===== config.mk =====
export PLATFORM = sky130hd
export DESIGN_NAME = fetch_queue_flat
export DESIGN_NICKNAME = d
export VERILOG_FILES = /design/src/rtl/fetch_queue_if.sv /design/src/rtl/fetch_queue.sv /design/src/flat_wrapper.sv
export SDC_FILE = /design/constraint.sdc
export NUM_CORES = 1
export LEC_CHECK = 0
export CAP_MARGIN = 25
export CORE_MARGIN = 5
export CORE_UTILIZATION = 50
export DETAILED_ROUTE_END_ITERATION = 6
export MAX_ROUTING_LAYER = met4
export PLACE_DENSITY = 0.82
export SLEW_MARGIN = 10
export SYNTH_ARGS = -nofsm -noshare
export SYNTH_HDL_FRONTEND = slang
export SYNTH_SLANG_ARGS = --single-unit

===== constraint.sdc =====
create_clock -name clk -period 5 [get_ports clk]
set_input_delay 0.5 -clock clk [delete_from_list [all_inputs] [get_ports clk]]
set_output_delay 0.5 -clock clk [all_outputs]
set_load 0.01 [all_outputs]

===== src/rtl/fetch_queue_if.sv =====
// Bundle of the fetch queue's external signals: the instruction-memory
// request/response port, the redirect input and the IF/ID output port.
// The master modport is the fetch queue itself; the slave modport is the
// environment (instruction memory, branch unit and IF/ID stage).
//
// Handshakes:
//   imem_req/imem_gnt : a request transfers on a rising edge where both are 1;
//                       imem_addr is stable while imem_req=1 and imem_gnt=0.
//   imem_rvalid       : single-cycle response strobe, no back-pressure;
//                       responses return in request order.
//   out_valid/out_ready : the head entry transfers on a rising edge where both
//                       are 1; a redirect in that cycle cancels the transfer.
interface fetch_queue_if;
    logic        imem_req;
    logic [31:0] imem_addr;
    logic        imem_gnt;
    logic        imem_rvalid;
    logic [31:0] imem_rdata;
    logic        redirect;
    logic [31:0] redirect_pc;
    logic        out_valid;
    logic [31:0] out_instr;
    logic [31:0] out_pc4;
    logic        out_ready;
    logic        proto_err;

    modport master (
        output imem_req, imem_addr,
        input  imem_gnt, imem_rvalid, imem_rdata,
        input  redirect, redirect_pc,
        output out_valid, out_instr, out_pc4,
        input  out_ready,
        output proto_err
    );

    modport slave (
        input  imem_req, imem_addr,
        output imem_gnt, imem_rvalid, imem_rdata,
        output redirect, redirect_pc,
        input  out_valid, out_instr, out_pc4,
        output out_ready,
        input  proto_err
    );
endinterface


===== src/rtl/fetch_queue.sv =====
// Instruction prefetch queue feeding the IF/ID register. Issues sequential
// fetches under a credit limit of DEPTH (queued + outstanding + discarded),
// tags each request with its address, buffers responses in order, and on a
// redirect flushes the queue and discards responses still in flight.
// Optional macro FETCH_QUEUE_BYPASS_EN: a response arriving at an empty queue
// is presented on out_* in the same cycle.
module fetch_queue #(
    parameter int          DEPTH    = 4,
    parameter logic [31:0] RESET_PC = 32'h0000_0000
) (
    input  logic                   clk,
    input  logic                   rst,
    fetch_queue_if.master          bus,
    output logic                   dbg_state,
    output logic [$clog2(DEPTH):0] dbg_count,
    output logic [$clog2(DEPTH):0] dbg_outstanding,
    output logic [$clog2(DEPTH):0] dbg_discard
);
    localparam int AW = $clog2(DEPTH);
    localparam int CW = AW + 1;
    localparam logic [CW:0]   DEPTH_C = (CW + 1)'(DEPTH);
    localparam logic [CW-1:0] CNT_ONE = CW'(1);
    localparam logic [AW-1:0] PTR_ONE = AW'(1);

    typedef enum logic {RUN = 1'b0, DRAIN = 1'b1} state_e;

    state_e        state_q, state_d;
    logic [31:0]   fetch_pc_q, fetch_pc_d;
    logic [CW-1:0] count_q, count_d;
    logic [CW-1:0] outstanding_q, outstanding_d;
    logic [CW-1:0] discard_q, discard_d;
    logic [AW-1:0] rd_ptr_q, rd_ptr_d, wr_ptr_q, wr_ptr_d;
    logic [AW-1:0] tag_rd_q, tag_rd_d, tag_wr_q, tag_wr_d;
    logic          proto_err_q, proto_err_d;
    logic [31:0]   instr_mem_q [DEPTH];
    logic [31:0]   instr_mem_d [DEPTH];
    logic [31:0]   pc4_mem_q   [DEPTH];
    logic [31:0]   pc4_mem_d   [DEPTH];
    logic [31:0]   tag_mem_q   [DEPTH];
    logic [31:0]   tag_mem_d   [DEPTH];

    logic [CW:0]   credits_used;
    logic          req, grant, rv_known, rsp_hit, fifo_valid, push, pop, bypass;
    logic [31:0]   tag_pc4;

    // Low address bits of a redirect target are dropped by design.
    logic unused_pc_lsbs;
    assign unused_pc_lsbs = ^bus.redirect_pc[1:0];

    // Outputs, credit check, response routing and next state.
    always_comb begin
        state_d       = state_q;
        fetch_pc_d    = fetch_pc_q;
        count_d       = count_q;
        outstanding_d = outstanding_q;
        discard_d     = discard_q;
        rd_ptr_d      = rd_ptr_q;
        wr_ptr_d      = wr_ptr_q;
        tag_rd_d      = tag_rd_q;
        tag_wr_d      = tag_wr_q;
        proto_err_d   = proto_err_q;
        instr_mem_d   = instr_mem_q;
        pc4_mem_d     = pc4_mem_q;
        tag_mem_d     = tag_mem_q;

        credits_used = {1'b0, count_q} + {1'b0, outstanding_q} + {1'b0, discard_q};
        req          = rst && !bus.redirect && (credits_used < DEPTH_C);
        grant        = req && bus.imem_gnt;
        // A response is legitimate only if something is owed to us.
        rv_known     = bus.imem_rvalid && ((outstanding_q != '0) || (discard_q != '0));
        // Responses that belong to the current fetch stream.
        rsp_hit      = bus.imem_rvalid && !bus.redirect && (state_q == RUN) &&
                       (outstanding_q != '0);
        tag_pc4      = tag_mem_q[tag_rd_q] + 32'd4;
        fifo_valid   = (count_q != '0);

`ifdef FETCH_QUEUE_BYPASS_EN
        bypass        = rsp_hit && !fifo_valid;
        bus.out_valid = fifo_valid || bypass;
        bus.out_instr = bypass ? bus.imem_rdata : instr_mem_q[rd_ptr_q];
        bus.out_pc4   = bypass ? tag_pc4 : pc4_mem_q[rd_ptr_q];
        push          = rsp_hit && !(bypass && bus.out_ready);
`else
        bypass        = 1'b0;
        bus.out_valid = fifo_valid;
        bus.out_instr = instr_mem_q[rd_ptr_q];
        bus.out_pc4   = pc4_mem_q[rd_ptr_q];
        push          = rsp_hit;
`endif
        pop           = fifo_valid && bus.out_ready && !bus.redirect;
        bus.imem_req  = req;
        bus.imem_addr = fetch_pc_q;
        bus.proto_err = proto_err_q;

        if (bus.imem_rvalid && !rv_known) begin
            proto_err_d = 1'b1;
        end

        if (bus.redirect) begin
            // Flush everything queued; whatever is still in flight becomes discard.
            fetch_pc_d    = {bus.redirect_pc[31:2], 2'b00};
            rd_ptr_d      = wr_ptr_q;
            count_d       = '0;
            tag_rd_d      = tag_wr_q;
            outstanding_d = '0;
            discard_d     = discard_q + outstanding_q - (rv_known ? CNT_ONE : '0);
            state_d       = (discard_d != '0) ? DRAIN : RUN;
        end else begin
            if (grant) begin
                fetch_pc_d          = fetch_pc_q + 32'd4;
                tag_mem_d[tag_wr_q] = fetch_pc_q;
                tag_wr_d            = tag_wr_q + PTR_ONE;
            end
            if (rsp_hit) begin
                tag_rd_d = tag_rd_q + PTR_ONE;
            end
            outstanding_d = outstanding_q + CW'(grant) - CW'(rsp_hit);
            if (push) begin
                instr_mem_d[wr_ptr_q] = bus.imem_rdata;
                pc4_mem_d[wr_ptr_q]   = tag_pc4;
                wr_ptr_d              = wr_ptr_q + PTR_ONE;
            end
            if (pop) begin
                rd_ptr_d = rd_ptr_q + PTR_ONE;
            end
            count_d = count_q + CW'(push) - CW'(pop);
            // Stale responses from before a redirect are counted off and dropped.
            if ((state_q == DRAIN) && bus.imem_rvalid && (discard_q != '0)) begin
                discard_d = discard_q - CNT_ONE;
                if (discard_d == '0) begin
                    state_d = RUN;
                end
            end
        end
    end

    // State, counters, pointers and storage registers.
    always_ff @(posedge clk or negedge rst) begin
        if (!rst) begin
            state_q       <= RUN;
            fetch_pc_q    <= RESET_PC;
            count_q       <= '0;
            outstanding_q <= '0;
            discard_q     <= '0;
            rd_ptr_q      <= '0;
            wr_ptr_q      <= '0;
            tag_rd_q      <= '0;
            tag_wr_q      <= '0;
            proto_err_q   <= 1'b0;
            for (int i = 0; i < DEPTH; i++) begin
                instr_mem_q[i] <= '0;
                pc4_mem_q[i]   <= '0;
                tag_mem_q[i]   <= '0;
            end
        end else begin
            state_q       <= state_d;
            fetch_pc_q    <= fetch_pc_d;
            count_q       <= count_d;
            outstanding_q <= outstanding_d;
            discard_q     <= discard_d;
            rd_ptr_q      <= rd_ptr_d;
            wr_ptr_q      <= wr_ptr_d;
            tag_rd_q      <= tag_rd_d;
            tag_wr_q      <= tag_wr_d;
            proto_err_q   <= proto_err_d;
            instr_mem_q   <= instr_mem_d;
            pc4_mem_q     <= pc4_mem_d;
            tag_mem_q     <= tag_mem_d;
        end
    end

    assign dbg_state       = (state_q == DRAIN);
    assign dbg_count       = count_q;
    assign dbg_outstanding = outstanding_q;
    assign dbg_discard     = discard_q;
endmodule


===== src/flat_wrapper.sv =====
// flat-port wrapper written by rule: the top's interface ports become plain ports
module fetch_queue_flat 
#(
    parameter int          DEPTH    = 4,
    parameter logic [31:0] RESET_PC = 32'h0000_0000
)
  (clk, rst, dbg_state, dbg_count, dbg_outstanding, dbg_discard, bus_imem_req, bus_imem_addr, bus_imem_gnt, bus_imem_rvalid, bus_imem_rdata, bus_redirect, bus_redirect_pc, bus_out_valid, bus_out_instr, bus_out_pc4, bus_out_ready, bus_proto_err);
  fetch_queue_if bus_i ();
  input  logic clk;
  input  logic rst;
  output logic dbg_state;
  output logic [$clog2(DEPTH):0] dbg_count;
  output logic [$clog2(DEPTH):0] dbg_outstanding;
  output logic [$clog2(DEPTH):0] dbg_discard;
  output wire logic [$bits(bus_i.imem_req)-1:0] bus_imem_req;
  output wire logic [$bits(bus_i.imem_addr)-1:0] bus_imem_addr;
  input wire logic [$bits(bus_i.imem_gnt)-1:0] bus_imem_gnt;
  input wire logic [$bits(bus_i.imem_rvalid)-1:0] bus_imem_rvalid;
  input wire logic [$bits(bus_i.imem_rdata)-1:0] bus_imem_rdata;
  input wire logic [$bits(bus_i.redirect)-1:0] bus_redirect;
  input wire logic [$bits(bus_i.redirect_pc)-1:0] bus_redirect_pc;
  output wire logic [$bits(bus_i.out_valid)-1:0] bus_out_valid;
  output wire logic [$bits(bus_i.out_instr)-1:0] bus_out_instr;
  output wire logic [$bits(bus_i.out_pc4)-1:0] bus_out_pc4;
  input wire logic [$bits(bus_i.out_ready)-1:0] bus_out_ready;
  output wire logic [$bits(bus_i.proto_err)-1:0] bus_proto_err;
  assign bus_imem_req = bus_i.imem_req;
  assign bus_imem_addr = bus_i.imem_addr;
  assign bus_i.imem_gnt = bus_imem_gnt;
  assign bus_i.imem_rvalid = bus_imem_rvalid;
  assign bus_i.imem_rdata = bus_imem_rdata;
  assign bus_i.redirect = bus_redirect;
  assign bus_i.redirect_pc = bus_redirect_pc;
  assign bus_out_valid = bus_i.out_valid;
  assign bus_out_instr = bus_i.out_instr;
  assign bus_out_pc4 = bus_i.out_pc4;
  assign bus_i.out_ready = bus_out_ready;
  assign bus_proto_err = bus_i.proto_err;
  fetch_queue #(.DEPTH(DEPTH), .RESET_PC(RESET_PC)) u_core (.clk(clk), .rst(rst), .bus(bus_i), .dbg_state(dbg_state), .dbg_count(dbg_count), .dbg_outstanding(dbg_outstanding), .dbg_discard(dbg_discard));
endmodule

==> qor.yml <==
timing.critical_path.to: "bus_imem_req"
fin_crit_sh: 0.747
maxSlewHeadroom: 0.301
rrSetupSlack_ns: 1.48
powerDensity_nw_per_um2: 472
finalWirelength_um: 44400
n_fill_cell: 2940
fin_nets: 1720
synth_edf_count: 0
cp_max_fo: 6
final_cells: 2175
start_kind: "flip-flop"
cp.required_ns: 4.50
layout_common_cells: "dfrtp_1 (414), mux2_2 (244), nand2_1 (188), clkdlybuf4s50_1 (170), o21ai_0 (117)"
synth_top_area_frac: 0.540
rsz0062_at_grt: "false"
hold_slack_ns: -0.00536
final_common_cell: "dfrtp_1"
pre_cts_slack_ns: 1.48
ys.flop_type: "dfrtp_1"
grt_pass1_wl_um: 72900
leakagePower_nw: 10.5
tns_ns: 0
syn_inst: 1481
crit_type: "reg -> out"
wl_per_cell_um: 20.4
maxCapViolCount: 0
htreeDepth: 2
end_kind: "output pin"
drc_errors: 0
fp-row-count: 72
synth_area_leaders: "dfrtp_1 (54%), mux2_2 (14%), mux4_2 (10%), nand2_1 (3.7%), o21ai_0 (3.0%)"
timing.fmax_mhz: 268
drive_above_1_share: 0.277
first_iter_violations: 900
slew_violations: 0
antenna_left: 0
worstMarginPinSlew_ns: 1.05
ys.warnings.count: 0
finClkSkew_ns: 0.0345
cts-hold-fix-buffers: 0
hold_viol_final: 2
dp.cells: 2093
core_area_um2: 38500
netlist_area_um2: 19300
clk-insertion-delay-late_ns: 0.56
cts_setup_buffers: 0
fin_area_um2: 23100
grt_max_degree: 138
die_height_um: 207
grt_antenna_before_repair: 0
num_vias: 12600
dpl.hpwl_um: 28300
dr.pass1.iters: 5
dpl_cell_area_um2: 21500
via_per_inst: 5.81
yosysTopAreaCell: "dfrtp_1"
grt_util_all_layers: 0.219
die_x_um: 207
start_util: 0.503
worst_r2r_path_depth: 12
ys_seq_area_frac: 0.540
area.growth.synth_to_final_pct: 19.3
async_flop_share: 1.00
overflow: 0
peakVddDrop_mv: 0.226
dieArea_um2: 42700
cts_sinks: 417
cts_tree: "done"
outcome: "finished, violations left"
cts_buffers: 45
finalSetupViolations: 0
cts_buffer_depth: 3
syn_avg_cell_area_um2: 13.1
holdCritPathClass: "in -> async"
setup_ws_ns: 1.27
violations: "negative hold slack"
ios: 179
crit_path_start: "u_core.dbg_outstanding[1]$_DFF_PN0_"
io_buffers: 172
yosys_register_bits: 417
cts_root_buf: "clkbuf_16"
path_clk_slew_ns: 0.06
min_period_ns: 3.73
diodes: 0
synth_cell_type_count: 59
timing.rr.end: "u_core.bus.imem_addr[15]$_DFFE_PN0P_"
grt_pass1_vias: 13500
gp_congestion: 0.876
r2r-start: "u_core.dbg_outstanding[1]$_DFF_PN0_"
post_cts_resize_count: 0
worstPathArrival_ns: 3.23
## worst min path at each step
stage	from	to	slack, ns
6_report	rst	u_core.instr_mem_q[117]$_DFFE_PN0P_	-0.005
5_1_grt	rst	u_core.instr_mem_q[21]$_DFFE_PN0P_	0.03
4_1_cts	rst	u_core.instr_mem_q[114]$_DFFE_PN0P_	0.01
3_5_place_dp	u_core.bus.proto_err$_DFFE_PN0P_	u_core.bus.proto_err$_DFFE_PN0P_	0.44
3_3_place_gp	u_core.bus.proto_err$_DFFE_PN0P_	u_core.bus.proto_err$_DFFE_PN0P_	0.44
2_1_floorplan	rst	u_core.bus.imem_addr[10]$_DFFE_PN0P_	0.20
## through the flow
stage	total power [mW]	utilization
after floorplan	6.45	-
after global placement	7.33	0.559
after detailed placement	7.49	0.559
after CTS	11.0	0.600
after global routing	11.5	0.600
final	10.9	0.600
## cell usage after synthesis, types with 11 or more instances
library cell,number
dfrtp_1,417
o21ai_1,48
and3_1,11
xnor2_1,15
mux4_2,88
inv_1,27
buf_1,13
o21ai_0,117
mux2_2,244
nand2_1,192
clkbuf_1,74
nand3_1,24
ha_1,22
xor2_1,21
nor2_1,23
nor3_1,13
## kinds of logic after synthesis
family,after synthesis,synth area share
and+or+nand+nor,311,0.0775
AOI/OAI and AO/OA,215,0.0626
xor gates and xnor gates,42,0.0214
DFF,417,0.540
adders and majority gates,28,0.0204
muxes,339,0.250
buffers and inverters,128,0.0284
other,1,0.000194
## sequential cells by signal, summed over array words and instances (netlist names)
signal	count
u_core.bus.imem_addr	30
u_core.bus.proto_err	1
u_core.dbg_count	3
u_core.dbg_discard	3
u_core.dbg_outstanding	3
u_core.dbg_state	1
u_core.instr_mem_q	128
u_core.pc4_mem_q	120
u_core.rd_ptr_q	2
u_core.tag_mem_q	120
u_core.tag_rd_q	2
u_core.tag_wr_q	2
u_core.wr_ptr_q	2
## final cells by class
cell class,instances,area [µm²],share of cell area
flip-flops and latches,417,10400,0.453
repair buffers,192,1910,0.0828
multi-input cells,939,8400,0.364
well taps,518,648,0.0281
inverters,27,101,0.00439
clock inverters,16,223,0.00965
clock buffers,66,1350,0.0584
## power by group
group / internal [mW] / total (mW) / switching (mW)
Sequential: 4.02 / 4.66 / 0.634
Clock: 2.12 / 3.46 / 1.33
Combinational: 1.46 / 2.78 / 1.31
## per-layer routing
metal	wire [µm]	global-route usage
met1	19000	0.292
met5	0	-
met4	819	0.0501
met2	21800	0.353
met3	2720	0.0458
## critical path, stage by stage, from the launching register on
cell             delay [ns]
dfrtp_1                0.48
inv_1                  0.12
fa_1                   0.45
or2_2                  0.31
fa_1                   0.48
and3b_1                0.19
and2_1                 0.14
clkdlybuf4s50_1        0.53
Power figures use the tool's default switching activity.
